==> config.mk <==
export PLATFORM = sky130hd
export DESIGN_NAME = usart_sync_rx
export DESIGN_NICKNAME = d
export VERILOG_FILES = /design/src/rtl/usart_sync_rx.sv
export SDC_FILE = /design/constraint.sdc
export NUM_CORES = 1
export LEC_CHECK = 0
export CORE_MARGIN = 3
export CORE_UTILIZATION = 35
export CTS_CLUSTER_DIAMETER = 80
export DETAILED_ROUTE_END_ITERATION = 10
export HOLD_SLACK_MARGIN = 0.06
export PLACE_DENSITY_LB_ADDON = 0.15
export SLEW_MARGIN = 40
export SYNTH_ARGS = -nofsm -noshare
export SYNTH_HDL_FRONTEND = slang
export SYNTH_SLANG_ARGS = --single-unit
==> constraint.sdc <==
create_clock -name CPU_Clk -period 2.5 [get_ports CPU_Clk]
set_clock_uncertainty 0.15 [all_clocks]
set_input_delay 0.75 -clock CPU_Clk [delete_from_list [all_inputs] [get_ports CPU_Clk]]
set_output_delay 0.75 -clock CPU_Clk [all_outputs]
set_load 0.01 [all_outputs]
==> src/rtl/usart_sync_rx.sv <==
// Synchronous-mode USART receiver: samples SLBit on ExClk rising edges (both synchronised into CPU_Clk).
// Define USART_RX_FIFO_EN to replace the single holding register with a FIFO_DEPTH-entry receive FIFO.
module usart_sync_rx #(
    parameter int unsigned SYNC_STAGES = 2,
    parameter int unsigned FIFO_DEPTH  = 4
) (
    input  logic       CPU_Clk,
    input  logic       Reset,
    input  logic       None,
    input  logic       Rec,
    input  logic       Trans,
    input  logic [5:0] Control,
    input  logic       ExClk,
    input  logic       SLBit,
    output logic [7:0] CPU_Data_out,
    output logic [4:0] Status
);

    typedef enum logic [2:0] {
        ST_IDLE,
        ST_DATA,
        ST_PARITY,
        ST_STOP1,
        ST_STOP2
    } state_t;

    logic [SYNC_STAGES-1:0] exclk_sync_q;
    logic [SYNC_STAGES-1:0] sl_sync_q;
    logic                   exclk_prev_q;
    logic [5:0]             cfg_q;
    state_t                 state_q;
    logic [2:0]             cnt_q;
    logic [7:0]             shift_q;
    logic                   perr_q;
    logic                   ferr_q;
    logic                   busy_q;

    logic       exclk_s;
    logic       sl_bit;
    logic       bit_event;
    logic       rd_strobe;
    logic       cfg_wr;
    logic       rx_en;
    logic [2:0] last_idx;
    logic       frame_done;
    logic       done_ferr;

    // Both lines see the same synchroniser depth so SLBit is aligned with the detected ExClk edge.
    always_ff @(posedge CPU_Clk or posedge Reset) begin
        if (Reset) begin
            exclk_sync_q <= '1;
            sl_sync_q    <= '1;
            exclk_prev_q <= 1'b1;
        end else begin
            exclk_sync_q <= {exclk_sync_q[SYNC_STAGES-2:0], ExClk};
            sl_sync_q    <= {sl_sync_q[SYNC_STAGES-2:0], SLBit};
            exclk_prev_q <= exclk_sync_q[SYNC_STAGES-1];
        end
    end

    assign exclk_s   = exclk_sync_q[SYNC_STAGES-1];
    assign sl_bit    = sl_sync_q[SYNC_STAGES-1];
    assign bit_event = exclk_s & ~exclk_prev_q;
    assign rd_strobe = None & Rec & ~Trans;
    assign cfg_wr    = None & Rec & Trans;
    assign rx_en     = cfg_q[5];
    assign last_idx  = 3'd4 + {1'b0, cfg_q[1:0]};

    // A frame completes on the bit event of its last stop bit, unless a config write aborts it.
    assign frame_done = bit_event & rx_en & ~cfg_wr &
                        (((state_q == ST_STOP1) & ~cfg_q[4]) | (state_q == ST_STOP2));
    assign done_ferr  = ferr_q | ~sl_bit;

    always_ff @(posedge CPU_Clk or posedge Reset) begin
        if (Reset) begin
            cfg_q   <= 6'b000011;
            state_q <= ST_IDLE;
            cnt_q   <= '0;
            shift_q <= '0;
            perr_q  <= 1'b0;
            ferr_q  <= 1'b0;
            busy_q  <= 1'b0;
        end else if (cfg_wr) begin
            cfg_q   <= Control;
            state_q <= ST_IDLE;
            busy_q  <= 1'b0;
        end else if (bit_event && rx_en) begin
            case (state_q)
                ST_IDLE: begin
                    if (!sl_bit) begin
                        state_q <= ST_DATA;
                        cnt_q   <= '0;
                        shift_q <= '0;
                        perr_q  <= 1'b0;
                        ferr_q  <= 1'b0;
                        busy_q  <= 1'b1;
                    end
                end
                ST_DATA: begin
                    shift_q[cnt_q] <= sl_bit;
                    if (cnt_q == last_idx) begin
                        state_q <= cfg_q[2] ? ST_PARITY : ST_STOP1;
                    end else begin
                        cnt_q <= cnt_q + 3'd1;
                    end
                end
                ST_PARITY: begin
                    // Unused MSBs of shift_q are zero, so XOR over all 8 bits covers the data length.
                    perr_q  <= sl_bit ^ (^shift_q) ^ cfg_q[3];
                    state_q <= ST_STOP1;
                end
                ST_STOP1: begin
                    ferr_q <= done_ferr;
                    if (cfg_q[4]) begin
                        state_q <= ST_STOP2;
                    end else begin
                        state_q <= ST_IDLE;
                        busy_q  <= 1'b0;
                    end
                end
                ST_STOP2: begin
                    ferr_q  <= done_ferr;
                    state_q <= ST_IDLE;
                    busy_q  <= 1'b0;
                end
                default: begin
                    state_q <= ST_IDLE;
                    busy_q  <= 1'b0;
                end
            endcase
        end
    end

    logic       out_ready;
    logic       out_ovr;
    logic       out_perr;
    logic       out_ferr;
    logic [7:0] out_data;

`ifdef USART_RX_FIFO_EN
    localparam int unsigned AW = $clog2(FIFO_DEPTH);

    logic [9:0]    mem_q [FIFO_DEPTH];
    logic [AW-1:0] wr_ptr_q;
    logic [AW-1:0] rd_ptr_q;
    logic [AW:0]   count_q;
    logic          ovr_q;
    logic          fifo_full;
    logic          fifo_empty;
    logic          push;
    logic          pop;
    logic [9:0]    head;

    assign fifo_full  = (count_q == (AW+1)'(FIFO_DEPTH));
    assign fifo_empty = (count_q == '0);
    assign pop        = rd_strobe & ~fifo_empty;
    // A pop in the same cycle frees the slot, so a full FIFO still accepts the frame.
    assign push       = frame_done & (~fifo_full | pop);
    assign head       = mem_q[rd_ptr_q];

    always_ff @(posedge CPU_Clk or posedge Reset) begin
        if (Reset) begin
            for (int unsigned i = 0; i < FIFO_DEPTH; i++) begin
                mem_q[i] <= '0;
            end
            wr_ptr_q <= '0;
            rd_ptr_q <= '0;
            count_q  <= '0;
            ovr_q    <= 1'b0;
        end else begin
            if (push) begin
                mem_q[wr_ptr_q] <= {done_ferr, perr_q, shift_q};
                wr_ptr_q        <= wr_ptr_q + AW'(1);
            end
            if (pop) begin
                rd_ptr_q <= rd_ptr_q + AW'(1);
            end
            count_q <= count_q + {{AW{1'b0}}, push} - {{AW{1'b0}}, pop};
            if (frame_done && !push) begin
                ovr_q <= 1'b1;
            end else if (rd_strobe) begin
                ovr_q <= 1'b0;
            end
        end
    end

    assign out_ready = ~fifo_empty;
    assign out_ovr   = ovr_q;
    assign out_data  = fifo_empty ? 8'h00 : head[7:0];
    assign out_perr  = ~fifo_empty & head[8];
    assign out_ferr  = ~fifo_empty & head[9];
`else
    logic [7:0] hold_data_q;
    logic       hold_perr_q;
    logic       hold_ferr_q;
    logic       ready_q;
    logic       ovr_q;
    logic       load;

    assign load = frame_done & (~ready_q | rd_strobe);

    always_ff @(posedge CPU_Clk or posedge Reset) begin
        if (Reset) begin
            hold_data_q <= '0;
            hold_perr_q <= 1'b0;
            hold_ferr_q <= 1'b0;
            ready_q     <= 1'b0;
            ovr_q       <= 1'b0;
        end else begin
            if (load) begin
                hold_data_q <= shift_q;
                hold_perr_q <= perr_q;
                hold_ferr_q <= done_ferr;
                ready_q     <= 1'b1;
            end else if (rd_strobe) begin
                hold_perr_q <= 1'b0;
                hold_ferr_q <= 1'b0;
                ready_q     <= 1'b0;
            end
            if (frame_done && !load) begin
                ovr_q <= 1'b1;
            end else if (rd_strobe) begin
                ovr_q <= 1'b0;
            end
        end
    end

    assign out_ready = ready_q;
    assign out_ovr   = ovr_q;
    assign out_data  = hold_data_q;
    assign out_perr  = hold_perr_q;
    assign out_ferr  = hold_ferr_q;
`endif

    assign CPU_Data_out = out_data;
    assign Status       = {out_ovr, out_ferr, out_perr, busy_q, out_ready};

endmodule

==> flow_summary.toml, run 1 <==
[synth]
post-synth-top-area-cell = "dfrtp_1"
yosys_warnings = 0
synth-main-ff-cell = "dfrtp_1"
synth_fp_nets = 205
synth_area_per_cell_sq_um = 10.29
synth_cell_types = 46
synthTopCellsByArea = "dfrtp_1, dfstp_2, nand2_1"
synth_area_sq_mm = 0.001966
synthArstFlopShare_pct = 100.0
synth_edf_count = 0
yosysSeqAreaShare_pct = 51.37
synth_top_area_share_pct = 42.01
netlist_instances = 191
synth-seq-cells = 40

[clock_tree]
clkTransAtPathRegs_ps = 80
cts_tree = "yes"
ctsResizeCount = 0
clock-root-buffer = "clkbuf_8"
hold_buffers = 0
ctsHtreeMaxLevel = 2
post_cts_buffers = 0
cts_sinks = 40
clk_path_buf_depth = 2
cts_buffers = 5
clk_latency_ps = 290

[finish]
final_util_pct = 45.42
area_growth_pct = 21.77
drive_gt1_share_pct = 13.36
nets = 230
final_cell_mix = "dfrtp_1, nand2_1, clkdlybuf4s50_1, o21ai_1, nor2_1"
mostFrequentLayoutCell = "dfrtp_1"
antennaDiodeCount = 0

[placed_design]
gp_congestion = 0.7885
dp_hpwl_um = 2730
io_buffers = 25

[pwr]
max-vdd-ir-drop_mv = 0.2769
p_leak_nw = 1.057
power_density_mw_per_mm2 = 637.7

[sta]
timing.final.crit_period_ps = 2176
hold_violations = 0
slew_violations = 0
fmax_ghz = 0.4595
worst_pin_slew_ps = 495.1
rsz0062_at_grt = "false"
setup_viol = 0
fin_crit_sh_pct = 87.05
timing.setup.tns_ps = 0
relSlewSlack_pct = 66.99

[global_routing]
grtUsageTotal_pct = 13.23
grtUsageMet2_pct = 20.69
met1_usage_pct = 17.86
gr-total-overflow = 0
grt_max_degree = 41
grt_busiest_layer = "met2"
antenna_found_initial = 0
grt_pass1_vias = 1395
met3_usage_pct = 3.659
grt_pass1_wl_um = 6699

[route]
vias = 1457
wl_um = 3841
drt-initial-drc-count = 69
drc_errors = 0
ant_nets = 0
dr.pass1.iters = 4
wl_per_cell_um = 13.38
via_per_inst = 5.077

[critical_path]
required_ps = 2520
cp.arrival_ps = 2200
crit_path_start_kind = "primary input"
worst_setup_path_end_kind = "flip-flop"
path_class = "primary input to flip-flop"
cp_max_fo = 10

[floorplan]
core-area_sq_mm = 0.005270
ios = 26
rows = 26
dieArea_sq_mm = 0.006551
die_h_um = 80.94
die_x_um = 80.94
initial_utilization_pct = 37.30

[min_path]
hold_path_class = "flip-flop to flip-flop"

[job]
maxCapViolCount = 0

[status]
status = "finished, final reports clean"
[layout make-up]
class                      instances  area, sq um
multi-input combinational        129        848.3
sequential                        40         1010
fill                             504         2877
timing repair buffer              33        310.3
clock buffer                       5        68.82
clock inverter                     3        42.54
inverter                           7        26.28
tap                               70        87.58
[worst paths after layout]
kind                            startpoint               to  slack, ps  depth (start not counted)
max in group asynchronous            Reset         cfg_q[1]       1100                          3
min reg2reg                exclk_sync_q[0]  exclk_sync_q[1]        210                          0
min                        exclk_sync_q[0]  exclk_sync_q[1]        210                          0
max                                  Trans  CPU_Data_out[1]        320                          5
max reg2reg                     state_q[0]  CPU_Data_out[1]        400                          4
min in group asynchronous            Reset      hold_ferr_q        740                          3
[power breakdown]
| part | switching, mW | internal, mW | total [mW] |
|---|---|---|---|
| combinational | 0.114 | 0.118 | 0.232 |
| clock | 0.231 | 0.295 | 0.526 |
| sequential | 0.0705 | 0.698 | 0.769 |
| total | 0.415 | 1.11 | 1.53 |
[metal layers]
metal | vias to the layer above | part of all wire, %
li1 | 718 | -
met1 | 704 | 48
met2 | 28 | 47
met3 | 7 | 4.0
met4 | 0 | 1.2
met5 | - | 0
[registers in the layout, indices dropped and copies added (netlist names)]
register and flops:
CPU_Data_out 8, busy_q 1, cfg_q 6, cnt_q 3
exclk_prev_q 1, exclk_sync_q 2, ferr_q 1, hold_ferr_q 1
hold_perr_q 1, out_ovr 1, out_ready 1, perr_q 1
shift_q 8, sl_sync_q 2, state_q 3
[synthesized netlist by cell type (2+ instances only)]
cell	instances
dfrtp_1	33
nand2_1	27
o21ai_1	16
nor2_1	10
xnor2_1	9
mux2_1	8
dfstp_2	7
a21oi_1	6
inv_1	6
buf_2	5
buf_4	5
clkbuf_1	5
a31oi_1	4
o21ai_0	4
o31ai_1	4
o21a_1	3
and3_1	2
mux2i_1	2
nand2b_1	2
nand3b_1	2
nand4_1	2
o41ai_1	2
or3b_1	2
or4_1	2
or4b_1	2
[worst max-delay path, stage by stage]
cell and delay (ps):
clkdlybuf4s50_1 430, and3_1 220, a211oi_2 220, nand2_2 220
mux2_1 360
[cells by family (layout without fill, tap and decap cells)]
| kind of cell | count (synthesis) | in the layout | synth area share [%] |
|---|---|---|---|
| AOI/OAI and AO/OA | 47 | 47 | 15.34 |
| xor gates and xnor gates | 10 | 10 | 5.156 |
| adders and majority gates | 1 | 1 | 0.6364 |
| buffers and inverters | 22 | 48 | 5.474 |
| DFF | 40 | 40 | 51.37 |
| muxes | 10 | 10 | 5.602 |
| and+or+nand+nor | 61 | 61 | 16.42 |
[through the flow]
step	instance area (sq um)	hold slack [ps]	cells	setup WS [ps]	power [mW]
after floorplan	1966	195.2	191	494.9	0.9437
after global placement	2282	196.8	279	75.53	1.007
after detailed placement	2282	198.8	279	14.35	1.016
after CTS	2394	210.3	287	315.1	1.546
after global routing	2394	219.5	287	250.4	1.620
final	2394	210.8	287	323.8	1.526
Note: power is estimated with default switching activity, not from simulation.
==> inputs of run 2 (changes only) <==
==> constraint.sdc (replaced) <==
create_clock -name CPU_Clk -period 2.7 [get_ports CPU_Clk]
set_clock_uncertainty 0.15 [all_clocks]
set_input_delay 0.81 -clock CPU_Clk [delete_from_list [all_inputs] [get_ports CPU_Clk]]
set_output_delay 0.81 -clock CPU_Clk [all_outputs]
set_load 0.01 [all_outputs]
==> run 2 against run 1 <==
  * Sequential share of layout area down 0.31 points
  * Worst hold slack better by 2.0 ps
  * Global-route usage up 0.58 points
  * Final area up 0.73%
  * Via count up 0.48%
  * Critical path depth unchanged
  * Critical path type unchanged
==> flow_summary.toml, run 2 (synthesis results as in run 1) <==
[status]
status = "finished, final reports clean"

[global_routing]
met3_usage_pct = 3.659
gr-total-overflow = 0
grt_pass1_wl_um = 6969
grt_max_degree = 41
grtUsageMet2_pct = 22.66
antenna_found_initial = 0
grt_pass1_vias = 1476
met1_usage_pct = 17.47
grt_busiest_layer = "met2"
grtUsageTotal_pct = 13.82

[placed_design]
gp_congestion = 0.7883
io_buffers = 25
dp_hpwl_um = 2785
placed_area_sq_mm = 0.002252

[floorplan]
ios = 26
dieArea_sq_mm = 0.006551
initial_utilization_pct = 37.30
core-area_sq_mm = 0.005270
die_x_um = 80.94
die_h_um = 80.94
rows = 26

[pwr]
total_power_mw = 1.609
p_leak_nw = 1.062
power_density_mw_per_mm2 = 667.2
max-vdd-ir-drop_mv = 0.2543

[clock_tree]
ctsHtreeMaxLevel = 2
clk_latency_ps = 300
clk_path_buf_depth = 2
post_cts_buffers = 0
cts_buffers = 5
hold_buffers = 0
clkTransAtPathRegs_ps = 80
ctsResizeCount = 0
cts_tree = "yes"
clock-root-buffer = "clkbuf_8"
cts_sinks = 40

[finish]
area_growth_pct = 22.66
nFillCells = 513
drive_gt1_share_pct = 11.74
mostFrequentLayoutCell = "dfrtp_1"
antennaDiodeCount = 0
nets = 226
final_cell_mix = "dfrtp_1, nand2_1, clkdlybuf4s50_1, o21ai_1, nor2_1"
post-route-cell-area_sq_mm = 0.002411

[sta]
timing.setup.tns_ps = 0
hold-worst-slack_ps = 212.8
rsz0062_at_grt = "false"
hold_violations = 0
fin_crit_sh_pct = 84.50
setup_viol = 0
timing.final.crit_period_ps = 2281
fmax_ghz = 0.4383
relSlewSlack_pct = 66.83
worst_pin_slew_ps = 497.6
slew_violations = 0

[min_path]
hold_depth = 0
hold_start = "exclk_sync_q[0]"
min_to = "exclk_sync_q[1]"
hold_path_class = "flip-flop to flip-flop"

[critical_path]
regToRegSetupSlack_ps = 520
required_ps = 2740
reg2reg_depth = 4
reg2reg_from = "state_q[2]"
worst_setup_path_end_kind = "flip-flop"
path_class = "primary input to flip-flop"
cp.arrival_ps = 2320
r2r_end = "CPU_Data_out[2]"
crit_path_start_kind = "primary input"
cp_max_fo = 10

[route]
wl_per_cell_um = 14.07
drt-initial-drc-count = 34
vias = 1464
dr.pass1.iters = 4
wl_um = 3982
drc_errors = 0
ant_nets = 0
via_per_inst = 5.173

[job]
maxCapViolCount = 0
[run 2: changes by cell type in the layout (fill, tap and decap cells not counted), sizes merged]
| cell | change |
|---|---|
| buf | -4 |
| clkinv | -1 |
| clkinvlp | -1 |
| bufinv | +2 |
[run 2: critical path, cell delays in order]
cell and delay, ps:
clkdlybuf4s50_1 440, and3_1 200, a211oi_2 260, nand2_2 240
mux2_1 370
[run 2: worst max-delay path by stage]
stage | from | end | slack, ps | depth (start not counted)
after floorplan | None | perr_q | 630 | 4
after global placement | Trans | CPU_Data_out[2] | 170 | 5
after detailed placement | None | CPU_Data_out[5] | 100 | 5
after CTS | None | CPU_Data_out[2] | 410 | 5
after global routing | None | CPU_Data_out[0] | 340 | 5
final | None | CPU_Data_out[2] | 420 | 5
[run 2: layout make-up]
class	instances	area, sq um	share of cell area [%]
Tap cell	70	87.58	3.633
Timing Repair Buffer	29	280.3	11.62
Clock inverter	3	90.09	3.736
Sequential cell	40	1010	41.88
Multi-Input combinational cell	129	848.3	35.18
Inverter	7	26.28	1.090
Clock buffer	5	68.82	2.854
[run 2: metrics by stage]
| stage | instances | util, % | worst slack [ps] |
|---|---|---|---|
| 2_1_floorplan | 191 | - | 634.9 |
| 3_3_place_gp | 275 | 42.74 | 167.2 |
| 3_5_place_dp | 275 | 42.74 | 102.1 |
| 4_1_cts | 283 | 45.75 | 411.1 |
| 5_1_grt | 283 | 45.75 | 340.8 |
| 6_report | 283 | 45.75 | 418.6 |
[run 2: power by group]
part	switching, mW	internal (mW)	leakage, nW	total [mW]
Clock	0.220	0.462	0.0784	0.682
Combinational	0.105	0.107	0.457	0.212
Sequential	0.0678	0.646	0.526	0.714
[run 2: layer usage]
layer  share of wire [%]  vias up
met3                 4.2        5
met2                  48       38
met5                   0        -
met1                  47      711
li1                    -      710
met4                 1.3        0
